$ cat config.mk
export PLATFORM = sky130hd
export DESIGN_NAME = perf_monitor
export DESIGN_NICKNAME = d
export VERILOG_FILES = /design/src/rtl/riscv_pkg.sv /design/src/rtl/sat_counter.sv /design/src/rtl/perf_monitor.sv
export SDC_FILE = /design/constraint.sdc
export NUM_CORES = 1
export LEC_CHECK = 0
export ABC_AREA = 1
export BUFFER_PORTS_ARGS = -buffer_cell sky130_fd_sc_hd__buf_2
export CORE_MARGIN = 2
export CORE_UTILIZATION = 26
export DETAILED_ROUTE_END_ITERATION = 8
export PLACE_DENSITY = 0.52
export SETUP_SLACK_MARGIN = 0.4
export SYNTH_ARGS = -nofsm -noshare
export SYNTH_HDL_FRONTEND = slang
export SYNTH_SLANG_ARGS = --single-unit
$ cat constraint.sdc
create_clock -name CLOCK_50 -period 6.5 [get_ports CLOCK_50]
set_clock_uncertainty 0.05 [all_clocks]
set_input_delay 0.325 -clock CLOCK_50 [delete_from_list [all_inputs] [get_ports CLOCK_50]]
set_output_delay 0.325 -clock CLOCK_50 [all_outputs]
set_load 0.02 [all_outputs]
$ cat src/rtl/riscv_pkg.sv
// Shared types and constants for the RISCVCPU performance monitor.
// No logic here; only the FSM encoding and the readout select map.
package riscv_pkg;

    typedef enum logic [1:0] {
        PM_IDLE = 2'd0,
        PM_RUN  = 2'd1,
        PM_DONE = 2'd2,
        PM_TMO  = 2'd3
    } pm_state_t;

    localparam int SEL_CYC   = 0;
    localparam int SEL_INSTR = 1;
    localparam int SEL_EVT0  = 2;

endpackage

$ cat src/rtl/sat_counter.sv
// Saturating up-counter with a sticky overflow flag.
// Latency: q updates on the edge after inc; no backpressure (inc is a plain strobe).
// Holds at all-ones; ovf stays set until clr or reset.
module sat_counter #(
    parameter int W = 32
) (
    input  logic         CLOCK_50,
    input  logic         reset,
    input  logic         clr,
    input  logic         inc,
    output logic [W-1:0] q,
    output logic         ovf
);

    always_ff @(posedge CLOCK_50 or posedge reset) begin
        if (reset) begin
            q   <= '0;
            ovf <= 1'b0;
        end else if (clr) begin
            q   <= '0;
            ovf <= 1'b0;
        end else if (inc) begin
            if (&q) begin
                ovf <= 1'b1;
            end else begin
                q <= q + 1'b1;
            end
        end
    end

endmodule

$ cat src/rtl/perf_monitor.sv
// Run-controlled cycle/instruction/event counters with watchdog and readout mux.
// Latency: counters live, rd_data one cycle after rd_sel; no backpressure, strobes always accepted.
// clear overrides everything and returns the FSM to IDLE.
module perf_monitor
    import riscv_pkg::*;
#(
    parameter int CNT_W   = 32,
    parameter int NUM_EVT = 4,
    parameter int TIMEOUT = 2000,
    parameter int SEL_W   = $clog2(NUM_EVT + 2)
) (
    input  logic               CLOCK_50,
    input  logic               reset,
    input  logic               start,
    input  logic               clear,
    input  logic               done_in,
    input  logic               instr_retire,
    input  logic [NUM_EVT-1:0] evt,
    input  logic [SEL_W-1:0]   rd_sel,
    output logic [CNT_W-1:0]   rd_data,
    output logic [CNT_W-1:0]   clock_count,
    output logic [CNT_W-1:0]   instr_cnt,
    output logic               busy,
    output logic               finished,
    output logic               timed_out,
    output logic [NUM_EVT+1:0] overflow
);

    localparam int NUM_CNT = NUM_EVT + 2;
    localparam int TMO_M1  = (TIMEOUT > 0) ? TIMEOUT - 1 : 0;
    localparam logic [CNT_W-1:0] TMO_LAST = CNT_W'(TMO_M1);

    pm_state_t          state_q, state_d;
    logic               done_q;
    logic               done_rise;
    logic               tmo_hit;
    logic               run;
    logic [NUM_CNT-1:0] inc;
    logic [CNT_W-1:0]   cnt [NUM_CNT];

    assign run       = (state_q == PM_RUN);
    assign done_rise = done_in & ~done_q;
    assign tmo_hit   = (TIMEOUT != 0) && (clock_count == TMO_LAST);

    always_ff @(posedge CLOCK_50 or posedge reset) begin
        if (reset) begin
            state_q <= PM_IDLE;
            done_q  <= 1'b0;
        end else begin
            state_q <= state_d;
            done_q  <= done_in;
        end
    end

    // done_rise is checked before the watchdog so a simultaneous finish is not a timeout
    always_comb begin
        state_d = state_q;
        if (clear) begin
            state_d = PM_IDLE;
        end else begin
            case (state_q)
                PM_IDLE: if (start) state_d = PM_RUN;
                PM_RUN: begin
                    if (done_rise)    state_d = PM_DONE;
                    else if (tmo_hit) state_d = PM_TMO;
                end
                default: state_d = state_q;
            endcase
        end
    end

    assign inc[SEL_CYC]   = run;
    assign inc[SEL_INSTR] = run & instr_retire;

    genvar g;
    generate
        for (g = 0; g < NUM_EVT; g++) begin : g_evt_inc
            assign inc[SEL_EVT0+g] = run & evt[g];
        end
        for (g = 0; g < NUM_CNT; g++) begin : g_cnt
            sat_counter #(.W(CNT_W)) u_cnt (
                .CLOCK_50 (CLOCK_50),
                .reset    (reset),
                .clr      (clear),
                .inc      (inc[g]),
                .q        (cnt[g]),
                .ovf      (overflow[g])
            );
        end
    endgenerate

    assign clock_count = cnt[SEL_CYC];
    assign instr_cnt   = cnt[SEL_INSTR];

    always_ff @(posedge CLOCK_50 or posedge reset) begin
        if (reset) begin
            rd_data <= '0;
        end else if (int'(rd_sel) < NUM_CNT) begin
            rd_data <= cnt[rd_sel];
        end else begin
            rd_data <= '0;
        end
    end

    assign busy      = (state_q == PM_RUN);
    assign finished  = (state_q == PM_DONE);
    assign timed_out = (state_q == PM_TMO);

endmodule

==> run metrics <==
outcome=finished, final reports clean; share of cells above drive strength 1=8.68%; DR iter-0 viols=approximately 1.5k; # setup viols final=0; Post-Synthesis Cell Area=about 0.017 sq mm; reg-to-reg startpoint=g_cnt[1].u_cnt.q[1]; row cnt=between 90 and 100; Slew headroom=just under 30%; Reg power frac=between 40% and 50%; critical path startpoint category=flip-flop; Critical Path End=g_cnt[1].u_cnt.q[18]; R2R setup slack=approximately 3.7 ns; post-DR wirelength/cell=approximately 17 um; clk sinks=around 230; Least-Margin Pin Slew=approximately 1.1 ns; first-pass GRT wire length=a little over 90,000 um; CTS buffer count=27; CTS max path bufs=3; # DRC=0; pre-CTS WS=about 3.2 ns; number of enable flip-flop cells after synthesis=0; Clk Latency, worst-skew pair=0.57 ns; Net count, final=approximately 2.7k; Peak Freq=around 0.36 GHz; Final WS setup=between 3 and 4 ns; Worst Setup SP=g_cnt[1].u_cnt.q[1]; Comb pwr share=between 10% and 20%; worst vdd ir=around 0.00019 V; Synth top cells by count=nand2_1, nor2_1, o21ai_0, dfrtp_1, nand3_1; Synthesized Nets=between 2k and 3k; Clk network pwr share=around 45%; 1st-pass router iterations=6; area leader, netlist=dfrtp_1; DIE AREA=0.0664 sq mm; #FFs+latches synth=between 200 and 250; final wirelength=~58,000 um; WS Path Type=flip-flop to flip-flop; All-Layer GR Usage=roughly 17%; DIE HEIGHT=~260 um; top_reg_cell synth=dfrtp_1; synth unique cells=35; setup TNS=0 ns; max-slew violations=0; CTS root buf=clkbuf_16; Area contributors post-synth=dfrtp_1, nand2_1, nor2_1, o21ai_0, nand3_1; drt via density=around 4.7; vias in the first global route=approximately 15k; CP arrival=3.12 ns; gp weighted congestion=0.915; Clk pin slew, worst setup/hold paths=~0.060 ns; R2R depth=8; P_int=~0.0027 W; core area=~0.064 sq mm; hpwl dp=roughly 44,000 um; IO Count=around 120; H-tree depth=1; Cell Pwr Density=between 200 and 250 mW/mm^2; Final Hold Fails=0; Syn-to-layout area delta=10.0%; CTS tree=done; largest net degree at the start of global routing=between 100 and 150; ANT cells=0; CP Capture Type=flip-flop; Initial Util=a little over a quarter; Synth Instances=~2.7k; Synth top area share=roughly a third; CP required=6.85 ns; Seq/Total Area, Yosys=a little over a third; Die X=roughly 260 um; ys async rst share=100%; syn avg cell area=~6.3 sq um; hold-fix buffers at CTS=2; Period minus WS final=between 2 and 3 ns; hold crit path type=input port to flip-flop; initial antenna violation count=0; total of warnings raised by yosys=0; Switching Fraction=between 30% and 40%; Leakage=just over 7 nW; Psw=0.00117 W; grt ovf=0; vias post-DR=about 16k; IO Port Bufs=117; unrepaired setup endpoints after global routing=no; most numerous cell in the Yosys netlist=nand2_1; Resized Gates After CTS=0; CP max FO=60; # Post-CTS Setup Buffers=0; max_cap viols=0; Worst R2R End=g_cnt[1].u_cnt.q[18]; period utilization=42.5%; post-route ant nets=0
worst min path at each step:
stage / from / to / slack [ns] / cells after the start
after CTS: instr_retire / g_cnt[1].u_cnt.ovf / 0.12 / 5
after global routing: evt[1] / g_cnt[3].u_cnt.ovf / 0.17 / 5
after floorplan: done_in / done_q / 0.31 / 0
after detailed placement: reset / g_cnt[0].u_cnt.ovf / 0.34 / 2
final: evt[1] / g_cnt[3].u_cnt.ovf / 0.12 / 5
after global placement: reset / g_cnt[0].u_cnt.ovf / 0.34 / 2
kinds of logic after synthesis:
group           after synthesis  synth area share, %
buf+inv                     374                 11.0
flops                       233                 34.8
fa+ha+maj                     6                0.449
xor+xnor                     36                 1.88
compound gates              397                 12.8
simple gates               1605                 39.1
cell usage in the layout, fill, tap and decap left out, drive strengths merged:
| cell | netlist | routed |
|---|---|---|
| nand2 | 948 | 948 |
| nor2 | 396 | 396 |
| o21ai | 315 | 315 |
| nand3 | 236 | 236 |
| dfrtp | 233 | 233 |
| inv | 209 | 208 |
| buf | 129 | 124 |
| clkbuf | 36 | 37 |
| a21oi | 32 | 32 |
| o211ai | 30 | 30 |
| xor2 | 23 | 23 |
| xnor2 | 13 | 13 |
| or2 | 12 | 12 |
| o21bai | 11 | 11 |
| nand4 | 11 | 11 |
| ha | 6 | 6 |
| bufinv | 0 | 6 |
| clkinv | 0 | 4 |
| o22ai | 3 | 3 |
| clkinvlp | 0 | 3 |
| o41ai | 2 | 2 |
| o32ai | 2 | 2 |
| nor3 | 2 | 2 |
| dlygate4sd3 | 0 | 2 |
| a211oi | 1 | 1 |
| a31oi | 1 | 1 |
power groups by stage:
stage | combinational, W | clock [W] | sequential, W
6_report | 0.000541 | 0.00171 | 0.00159
5_1_grt | 0.000610 | 0.00182 | 0.00159
4_1_cts | 0.000546 | 0.00176 | 0.00159
3_5_place_dp | 0.000543 | 0 | 0.00161
3_3_place_gp | 0.000542 | 0 | 0.00161
2_1_floorplan | 0.000412 | 0 | 0.00160
metrics by stage:
stage	cells	hold WS (ns)	instance area [sq um]	utilization, %	power [W]
2_1_floorplan	2651	0.306	16700	-	0.00201
3_3_place_gp	3465	0.337	17400	27.2	0.00215
3_5_place_dp	3465	0.339	17400	27.2	0.00215
4_1_cts	3516	0.118	18400	28.8	0.00389
5_1_grt	3516	0.168	18400	28.8	0.00402
6_report	3516	0.117	18400	28.8	0.00384
flip-flops by register name (all words and copies together), names as in the netlist:
register         count
done_q               1
g_cnt.u_cnt.ovf      6
g_cnt.u_cnt.q      192
rd_data             32
state_q              2
cell type report:
| type | count | area [sq um] |
|---|---|---|
| clock buffer | 37 | 753 |
| clock inverter | 12 | 219 |
| fill | 7256 | 45600 |
| inverter | 209 | 793 |
| multi-input combinational | 2044 | 9060 |
| sequential | 233 | 5830 |
| tap | 855 | 1070 |
| timing repair buffer | 126 | 686 |
metal layers:
layer  wire, um  share of wire, %  track usage, %
met1      27000                46            24.4
met2      26200                45            27.8
met3       4180               7.2            3.80
met4        989               1.7            2.92
met5          0                 0               0
critical path, stage by stage (launching register included):
cell     delay, ns
dfrtp_1       0.57
ha_1          0.33
nand2_1       0.12
nor2_2        0.21
nand2_2       0.14
nor2_4        0.15
nand3_1       0.10
nand2_2       0.72
o21ai_0       0.22
(Power assumes the default switching activity.)
